$ cat src/rtl/alu_sequencer.sv
// Single-issue sequencer for the 8-bit ALU and the LOAD/STORE memory path.
// Holds a small register file; one instruction in flight, completion reported on done/err/result.
package alu_seq_pkg;
    typedef logic [2:0] opcode_t;
    localparam opcode_t OP_ADD   = 3'd0;
    localparam opcode_t OP_AND   = 3'd1;
    localparam opcode_t OP_XOR   = 3'd2;
    localparam opcode_t OP_LOAD  = 3'd3;
    localparam opcode_t OP_STORE = 3'd4;
endpackage

module alu_sequencer
    import alu_seq_pkg::*;
#(
    parameter int NREGS   = 4,
    parameter int IDX_W   = $clog2(NREGS),
    parameter int TIMEOUT = 16
) (
    input  logic             aclk,
    input  logic             aresetn,
    input  logic             instr_valid,
    output logic             instr_ready,
    input  opcode_t          instr_op,
    input  logic [IDX_W-1:0] instr_rd,
    input  logic [IDX_W-1:0] instr_rs1,
    input  logic [IDX_W-1:0] instr_rs2,
    input  logic             reg_wr_en,
    input  logic [IDX_W-1:0] reg_wr_idx,
    input  logic [7:0]       reg_wr_data,
    output logic [7:0]       alu_a,
    output logic [7:0]       alu_b,
    output opcode_t          alu_op,
    input  logic [7:0]       alu_result,
    output logic             mem_req,
    output logic             mem_we,
    output logic [7:0]       mem_addr,
    output logic [7:0]       mem_wdata,
    input  logic [7:0]       mem_rdata,
    input  logic             mem_ack,
    output logic             busy,
    output logic             done,
    output logic             err,
    output logic [7:0]       result
);
    localparam int DATA_W = 8;
    localparam int CNT_W  = $clog2(TIMEOUT);

    typedef enum logic [1:0] {S_IDLE, S_EXEC, S_MEM, S_DONE} state_t;

    state_t              state, state_nxt;
    logic [DATA_W-1:0]   rf [NREGS];
    opcode_t             op_q;
    opcode_t             alu_op_q;
    logic [IDX_W-1:0]    rd_q;
    logic [CNT_W-1:0]    cnt_q;
    logic [DATA_W-1:0]   alu_a_q, alu_b_q;
    logic [DATA_W-1:0]   mem_addr_q, mem_wdata_q;
    logic [DATA_W-1:0]   result_q;
    logic                err_q;
    logic                accept, op_alu, op_mem, timeout_hit;

    // Operand read at accept, forwarding a same-cycle external write.
    function automatic logic [DATA_W-1:0] rd_fwd(input logic [IDX_W-1:0] idx);
        return (reg_wr_en && reg_wr_idx == idx) ? reg_wr_data : rf[idx];
    endfunction

    assign accept      = instr_valid && (state == S_IDLE);
    assign op_alu      = (instr_op == OP_ADD) || (instr_op == OP_AND) || (instr_op == OP_XOR);
    assign op_mem      = (instr_op == OP_LOAD) || (instr_op == OP_STORE);
    assign timeout_hit = (cnt_q == CNT_W'(TIMEOUT - 1));

    always_ff @(posedge aclk or negedge aresetn) begin
        if (!aresetn) state <= S_IDLE;
        else          state <= state_nxt;
    end

    always_comb begin
        state_nxt = state;
        case (state)
            S_IDLE: if (accept) state_nxt = op_alu ? S_EXEC : (op_mem ? S_MEM : S_DONE);
            S_EXEC: state_nxt = S_DONE;
            S_MEM:  if (mem_ack || timeout_hit) state_nxt = S_DONE;
            S_DONE: state_nxt = S_IDLE;
            default: state_nxt = S_IDLE;
        endcase
    end

    always_comb begin
        instr_ready = (state == S_IDLE);
        busy        = (state != S_IDLE);
        mem_req     = (state == S_MEM);
        mem_we      = (state == S_MEM) && (op_q == OP_STORE);
        done        = (state == S_DONE);
        err         = (state == S_DONE) && err_q;
    end

    assign alu_a     = alu_a_q;
    assign alu_b     = alu_b_q;
    assign alu_op    = alu_op_q;
    assign mem_addr  = mem_addr_q;
    assign mem_wdata = mem_wdata_q;
    assign result    = result_q;

    // FSM writeback is assigned after the external write so it wins on an index clash.
    always_ff @(posedge aclk or negedge aresetn) begin
        if (!aresetn) begin
            for (int i = 0; i < NREGS; i++) rf[i] <= '0;
            op_q        <= OP_ADD;
            alu_op_q    <= OP_ADD;
            rd_q        <= '0;
            cnt_q       <= '0;
            alu_a_q     <= '0;
            alu_b_q     <= '0;
            mem_addr_q  <= '0;
            mem_wdata_q <= '0;
            result_q    <= '0;
            err_q       <= 1'b0;
        end else begin
            if (reg_wr_en) rf[reg_wr_idx] <= reg_wr_data;
            case (state)
                S_IDLE: if (accept) begin
                    op_q  <= instr_op;
                    rd_q  <= instr_rd;
                    cnt_q <= '0;
                    err_q <= !(op_alu || op_mem);
                    if (op_alu) begin
                        alu_a_q  <= rd_fwd(instr_rs1);
                        alu_b_q  <= rd_fwd(instr_rs2);
                        alu_op_q <= instr_op;
                    end
                    if (op_mem) begin
                        mem_addr_q  <= rd_fwd(instr_rs1);
                        mem_wdata_q <= rd_fwd(instr_rs2);
                    end
                end
                S_EXEC: begin
                    rf[rd_q] <= alu_result;
                    result_q <= alu_result;
                    err_q    <= 1'b0;
                end
                S_MEM: begin
                    if (mem_ack) begin
                        if (op_q == OP_LOAD) begin
                            rf[rd_q] <= mem_rdata;
                            result_q <= mem_rdata;
                        end else begin
                            result_q <= mem_wdata_q;
                        end
                        err_q <= 1'b0;
                    end else if (timeout_hit) begin
                        err_q <= 1'b1;
                    end else begin
                        cnt_q <= cnt_q + CNT_W'(1);
                    end
                end
                default: ;
            endcase
        end
    end
endmodule

$ cat config.mk
export PLATFORM = sky130hd
export DESIGN_NAME = alu_sequencer
export DESIGN_NICKNAME = d
export VERILOG_FILES = /design/src/rtl/alu_sequencer.sv
export SDC_FILE = /design/constraint.sdc
export NUM_CORES = 1
export LEC_CHECK = 0
export CORE_AREA = 2 2 98 100
export DETAILED_ROUTE_END_ITERATION = 16
export DIE_AREA = 0 0 100 102
export GPL_ROUTABILITY_DRIVEN = 0
export PLACE_DENSITY = 0.85
export SLEW_MARGIN = 20
export SYNTH_ARGS = -nofsm -noshare
export SYNTH_HDL_FRONTEND = slang
export SYNTH_SLANG_ARGS = --single-unit
$ cat constraint.sdc
create_clock -name aclk -period 2.52 [get_ports aclk]
set_clock_uncertainty 0.2 [all_clocks]
set_input_delay 0.63 -clock aclk [delete_from_list [all_inputs] [get_ports aclk]]
set_output_delay 0.63 -clock aclk [all_outputs]
set_load 0.02 [all_outputs]
Yosys cells after proc, flatten, opt, wreduce, memory -nomap -nowiden. Index checks and enable logic that the tools add are counted.

Bits in registers: 87. Input port bits: 40. Output and inout bits: 49. Logic and storage cells: 105.

Muxes and demuxes: 35. Bitwise gates (word level): 4. Reduce and logical (&&, ||, !) cells: 26. Equal/unequal tests: 18. Add/subtract/negate cells: 1. $lt $le $gt $ge: 6.

Operators with widths (number): $bwmux 32 (3); $mux 32 (3); $mux 8 (10); $pmux 32 s2 (1); $bmux 8 s2 (2); $demux 8 s2 (2); $pmux 8 s2 (1); $ge 3x3->1 const B (4); $mux 4 (3); $not 2->3 (4); $eq 3x2->1 const B (3); $reduce_and 3->1 (3); $pmux 2 s4 (1); $pmux 4 s2 (1); $logic_and 1x1->1 (7); $eq 3x3->1 const B (2); $lt 3x1->1 const B (2); $mux 2 (3); $ne 2x1->1 const B (3); $reduce_and 2->1 (3); $reduce_bool 2->1 (3); $logic_or 1x1->1 (5); $add 4x1->4 const B (1); $eq 2x2->1 (2); other kinds (13) (18).

Depth between registers and ports, before layout. Gate-level depths: netlist of run 1.

Depth in word-level cells: 11. Depth in mapped cells: 8. Mapped depth without buffers: 6.

Least setup slack after synthesis of run 1. Ideal clock, no wire load.

Kind: flip-flop to output port. From: register state[0]. To: output port mem_we. Stages on the path, launching flop included: 6. Arrival time: 1822 ps. Data required time: 1690 ps. Path slack: -132 ps. Path buffers: 1. Path through: dfrtp_1 > inv_1 > ha_1 > buf_4 > inv_1 > nor4b_1.

Longest elaborated chain between the ends: 2.

RTL lines: from (decl) (RTL line 50) `state_t state, state_nxt;`; from (signal assigned) (RTL line 74) `else state <= state_nxt;`; $eq 2x2->1; via mem_req (RTL line 34) `output logic mem_req,`; $logic_and 1x1->1 (RTL line 92) `mem_we = (state == S_MEM) && (op_q == OP_STORE);`; to (decl) (RTL line 35) `output logic mem_we,`.

The timed path passes the listed nets, and every way through them passes these cells.

Worst setup path in the final report of run 1.
From: register state[0]. To: output port busy.

Longest elaborated chain between the ends: 1.

RTL lines: $reduce_bool 2->1 (RTL line 90) `busy = (state != S_IDLE);`; to (decl) (RTL line 40) `output logic busy,`.

Every way passes these cells.

==> results of run 1 <==
-- critical path: cells and delay by family, from the launching register on --
family | cells | cell delay [ns]
flip-flops | 1 | 0.36
adder cells (fa/ha/maj) | 1 | 0.25
buffers and inverters | 4 | 0.62
-- where the power goes --
part           internal (W)  switching [W]  total, W
combinational       0.00200        0.00219   0.00418
sequential          0.00201       0.000498   0.00251
clock              0.000372       0.000541  0.000913
-- cell type report --
type                            count  share of cell area
Sequential cell                    87               0.348
Clock inverter                      6             0.00820
Multi-Input combinational cell    288               0.378
Timing Repair Buffer              143               0.219
Tap cell                          111              0.0222
Inverter                            7             0.00420
Clock buffer                       10              0.0204
-- per-layer routing --
layer | vias to the layer above | track usage | routed length [um]
met3 | 43 | 0.0520 | 853
met1 | 2009 | 0.336 | 5100
met5 | - | 0 | 0
met4 | 0 | 0.120 | 397
met2 | 192 | 0.468 | 6830
li1 | 1796 | - | -
-- cells by family after synthesis --
kind of cell / after synthesis
AO/OA/AOI/OAI: 108
multiplexers: 87
flip-flops: 87
AND/OR/NAND/NOR: 83
buffers and inverters: 35
adder cells (fa/ha/maj): 6
XOR/XNOR: 4
-- cells in the mapped netlist (2+ instances only) --
cell and count:
o21ai_0 8, xnor2_1 4, ha_1 6, nor3_1 2
o21ai_1 2, and3_1 2, a21boi_0 2, nand4_1 2
a21oi_2 14, nand3_1 6, o221ai_1 8, mux2i_1 64
nor2_1 39, mux4_2 16, nand2b_1 2, nor3b_1 2
o22ai_1 32, buf_1 2, nand3b_1 5, buf_2 6
dfrtp_1 87, nor2b_1 2, buf_4 12, o32ai_2 2
mux2_2 7, a22o_1 3, buf_6 2, a21oi_1 20
clkbuf_1 5, a21o_1 3, inv_1 7, a22oi_1 8
nand2_1 14
-- sequential cells by signal (all words and copies together), names as in the netlist --
signal / cells
rf: 32
alu_a: 8
alu_b: 8
mem_addr: 8
mem_wdata: 8
result: 8
cnt_q: 4
alu_op: 3
op_q: 3
rd_q: 2
state: 2
err_q: 1
-- path summary, 6_finish.rpt --
kind / from / end / slack (ns) / cells past startpoint
max: state[0] / busy / 0.09 / 5
min in group aclk: alu_op[0] / alu_op[0] / 0.31 / 1
min reg2reg: alu_op[0] / alu_op[0] / 0.31 / 1
max in group asynchronous: aresetn / alu_a[6] / 1.43 / 2
min: aresetn / result[6] / 0.05 / 1
max reg2reg: state[0] / cnt_q[0] / 0.37 / 7
-- stage by stage --
step | cell area (um^2) | hold WS [ns] | worst slack (ns)
after CTS | 6260 | 0.0514 | 0.00700
after global placement | 6080 | 0.285 | -0.0239
after global routing | 6250 | 0.0631 | 0.0217
after detailed placement | 6080 | 0.290 | -0.0399
after floorplan | 4730 | 0.134 | 0.131
final | 6250 | 0.0451 | 0.0944
-- what timing repair did --
item / in CTS / in global routing
endpoints found under the setup margin: 6 / 2
hold buffers: 0 / 0
gates resized for setup: 9 / 2
gates cloned: 0 / 0
hold endpoints to repair: 0 / 0
==> impl_results.md, run 1 <==
- CTS Sinks: 87
- Syn_area_per_cell: 11.5 um^2
- All-Layer GR Usage: 0.272
- Number of enable flip-flop cells after synthesis: 0
- Power per cell area: 1220 nW/um^2
- Clock root cell: clkbuf_8
- DR iter-0 viols: 399
- I/O Pins: 89
- Crit-path slowest cell: dfrtp_1
- Syn Nets: 456
- Nets@finish: 582
- Hold Path Class: in2async
- Async set or reset register ratio after synthesis: 1.00
- Postcts setup bufs: 0
- Die Y: 102 um
- Row count: 35
- Final core area utilization: 0.686
- H-tree depth: 3
- Fmax: 412 MHz
- Peak supply drop: 0.676 mV
- Fraction of layout cells with a size suffix above 1: 0.218
- Area occupied by multi-input gates: 2360 um^2
- Yosys warning count: 0
- Reg area: 2180 um^2
- Worst slew pin tran: 0.587 ns
- Synth Area in XOR/XNOR: 0.00741
- Worst EP arrival: 1.60 ns
- CP max FO: 4
- Cell taking the most area after synthesis: dfrtp_1
- Starting Density: 0.519
- Yosys reg bits: 87
- Syn Std Cell Area: 4730 um^2
- Final Cycle Share: 0.963
- CP dominant cell by count: inv_1
- First-pass GRT wire length: 21300 um
- Synth Area in Simple Gates: 0.0837
- Initial antenna violation count: 0
- Post-Synth Adder-Cell Area: 0.0159
- # placed instances: 636
- Outcome: complete, no violations
- Total chip power: 0.00760 W
- Worst Path Required: 1.69 ns
- Post-layout minimum cycle time: 2.43 ns
- Synth top area share: 0.461
- Final setup TNS: 0 ns
- Max-slew violations: 0
- Largest family of logic cells by synthesized area: multiplexers
- Most common cell after layout, fill and taps aside: dfrtp_1
- Post-synthesis mux area share: 0.228
- Total core area: 9110 um^2
- Vias per inst: 6.20
- Most used DFF post-synth: dfrtp_1
- Post-Syn Instances: 410
- DP Wirelength: 9590 um
- Maximum number of pins on one net before global-route repair: 42
- Fillers: 664
- Crit. End Element: output pin
- Crit Path Class: reg2out
- Post-synthesis sequential area ratio: 0.461
- Most frequent cells in the layout: dfrtp_1, clkdlybuf4s50_1, mux2i_1
- Die W: 100 um
- Max_cap viols: 0
- Leak: 2.72 nW
- Total Routed Length: 13200 um
- Fin. Hold Viols: 0
- Vias: 4040
- Worst path max stage delay: 0.36 ns
- Fin cells: 652
- Drt pass-1 iters: 5
- Final ANT Viol Nets: 0
- Grt total ovfl: 0
- Crit-path cells: inv_1 > buf_4 > ha_1 > inv_1 > dlygate4sd2_1
- Post-synthesis compound-gate area fraction: 0.162
- Synth-to-layout area growth: 32.3%
- Clock Latency Late Sink: 0.38 ns
- Synth unique cells: 47
- Most area-consuming cells after synthesis: dfrtp_1, mux2i_1, mux4_2
- Num CTS Buffers: 9
- RSZ-0062 raised after global routing: false
- Number of port buffers: 88
- Post-route DRC: 0
- ANT cells: 0
- Setup-failing EPs final: 0
- Clk pin slew, worst setup/hold paths: 0.10 ns
- Clock tree buffer depth: 2
- Relative slew margins: 0.609
- Die area: 10200 um^2
- DR WL/cell: 20.2 um
- Vias in the first global route: 4161
- CTS tree: done
- Setup crit start kind: register
(Power assumes the default switching activity.)
==> run 2, diff against run 1 <==
- GPL_TIMING_DRIVEN: default -> 0
==> impl_results.md, run 2 (synthesis results as in run 1) <==
- Outcome: complete, no violations
- Initial antenna violation count: 0
- Final Cycle Share: 0.981
- Final ANT Viol Nets: 0
- CTS tree: done
- Total Routed Length: 12900 um
- Setup slack, reg-to-reg: 0.07 ns
- Vias in the first global route: 3896
- Fmax: 405 MHz
- Crit. End Element: output pin
- Nets@finish: 553
- Starting Density: 0.519
- ANT cells: 0
- Max-slew violations: 0
- Total chip power: 0.00764 W
- Peak supply drop: 0.722 mV
- Synth-to-layout area growth: 27.0%
- Drt pass-1 iters: 4
- Final WS setup: 0.0484 ns
- DP Wirelength: 8880 um
- DR iter-0 viols: 252
- Setup-failing EPs final: 0
- Pre-CTS setup slack: -0.271 ns
- FF-to-FF Start: state[1]
- Area after DPL: 5690 um^2
- Final core area utilization: 0.659
- Hold Path Class: in2async
- Most common cell after layout, fill and taps aside: dfrtp_1
- Total core area: 9110 um^2
- Leak: 2.59 nW
- Maximum number of pins on one net before global-route repair: 51
- Biggest register: rf
- All-Layer GR Usage: 0.264
- Worst EP arrival: 1.64 ns
- WL met2: 6620 um
- Fin area: 6000 um^2
- First-pass GRT wire length: 20400 um
- Vias: 3877
- CTS Sinks: 87
- CP max FO: 9
- Max_cap viols: 0
- Grt total ovfl: 0
- Die Y: 102 um
- H-tree depth: 3
- Post-route DRC: 0
- Crit Path Class: reg2out
- Worst Path Required: 1.69 ns
- Most frequent cells in the layout: dfrtp_1, clkdlybuf4s50_1, mux2i_1
- Vias per inst: 6.22
- Clk pin slew, worst setup/hold paths: 0.09 ns
- Clock tree buffer depth: 2
- I/O Pins: 89
- Fraction of layout cells with a size suffix above 1: 0.189
- Setup crit start kind: register
- DR WL/cell: 20.7 um
- Power per cell area: 1270 nW/um^2
- Reg2reg end: rf[22]
- Max FFs per register: 32
- Fin. Hold Viols: 0
- Clock Latency Late Sink: 0.38 ns
- Die area: 10200 um^2
- Worst slew pin tran: 0.711 ns
- Row count: 35
- Num CTS Buffers: 9
- Relative slew margins: 0.526
- Clock root cell: clkbuf_8
- Hold Slack: 0.0624 ns
- Top sig layer: met4
- RSZ-0062 raised after global routing: true
- R2r worst-path depth: 7
- Post-route met1 wirelength: 5190 um
- Number of port buffers: 80
- Die W: 100 um
- WL met3: 717 um
- Post-layout minimum cycle time: 2.47 ns
-- run 2: cell types whose count changed in the layout (fill, tap and decap cells not counted), sizes merged --
cell | before | now
inv | 10 | 9
clkdlybuf4s15 | 1 | 0
clkbuf | 10 | 16
clkinvlp | 1 | 2
bufinv | 0 | 1
dlymetal6s2s | 0 | 1
buf | 57 | 30
clkinv | 2 | 1
clkdlybuf4s50 | 81 | 73
-- run 2: worst max path at each step --
stage	start	to	slack, ns	cells past startpoint
after floorplan	state[0]	mem_we	0.13	5
after global placement	aresetn	mem_addr[2]	-2.43	1
after detailed placement	state[0]	mem_we	-0.27	6
after CTS	state[1]	rf[1]	0.007	6
after global routing	state[0]	mem_we	-0.006	5
final	state[0]	mem_we	0.05	5
-- run 2: per-stage QoR --
step	std cells	TNS (ns)
floorplan	410	0
global placement	601	-215.11
detailed placement	602	-5.19
CTS	619	0
global route	623	-0.00608
finish	623	0
-- run 2: area by class of cell --
cell class | count | area (um^2)
well taps | 111 | 139
plain buffers | 27 | 166
flip-flops and latches | 87 | 2180
clock buffers | 10 | 138
clock inverters | 6 | 67.6
fillers | 698 | 3110
multi-input cells | 288 | 2420
inverters | 7 | 26.3
repair buffers | 87 | 871
-- run 2: report_power, final --
part / internal, W / total, W / switching (W)
registers: 0.00201 / 0.00246 / 0.000448
clock network: 0.000491 / 0.00105 / 0.000556
logic: 0.00188 / 0.00414 / 0.00226
total: 0.00438 / 0.00764 / 0.00326
-- run 2: what timing repair did --
| item | in CTS | in global routing |
|---|---|---|
| setup buffers | 1 | 5 |
| gates resized for setup | 17 | 6 |
| endpoints found under the setup margin | 37 | 35 |
| hold buffers | 0 | 0 |
| pin swaps | 1 | 1 |
-- run 2: worst max-delay path, stage by stage (launching register included) --
cell and delay [ns]:
dfrtp_1 0.41, inv_2 0.10, ha_4 0.20, inv_2 0.08, nor4b_4 0.28, buf_4 0.19
-- run 2: layer usage --
layer,vias up,GRT usage
met5,-,0
met4,0,0.123
met3,30,0.0417
met2,168,0.459
met1,1949,0.326
li1,1730,-
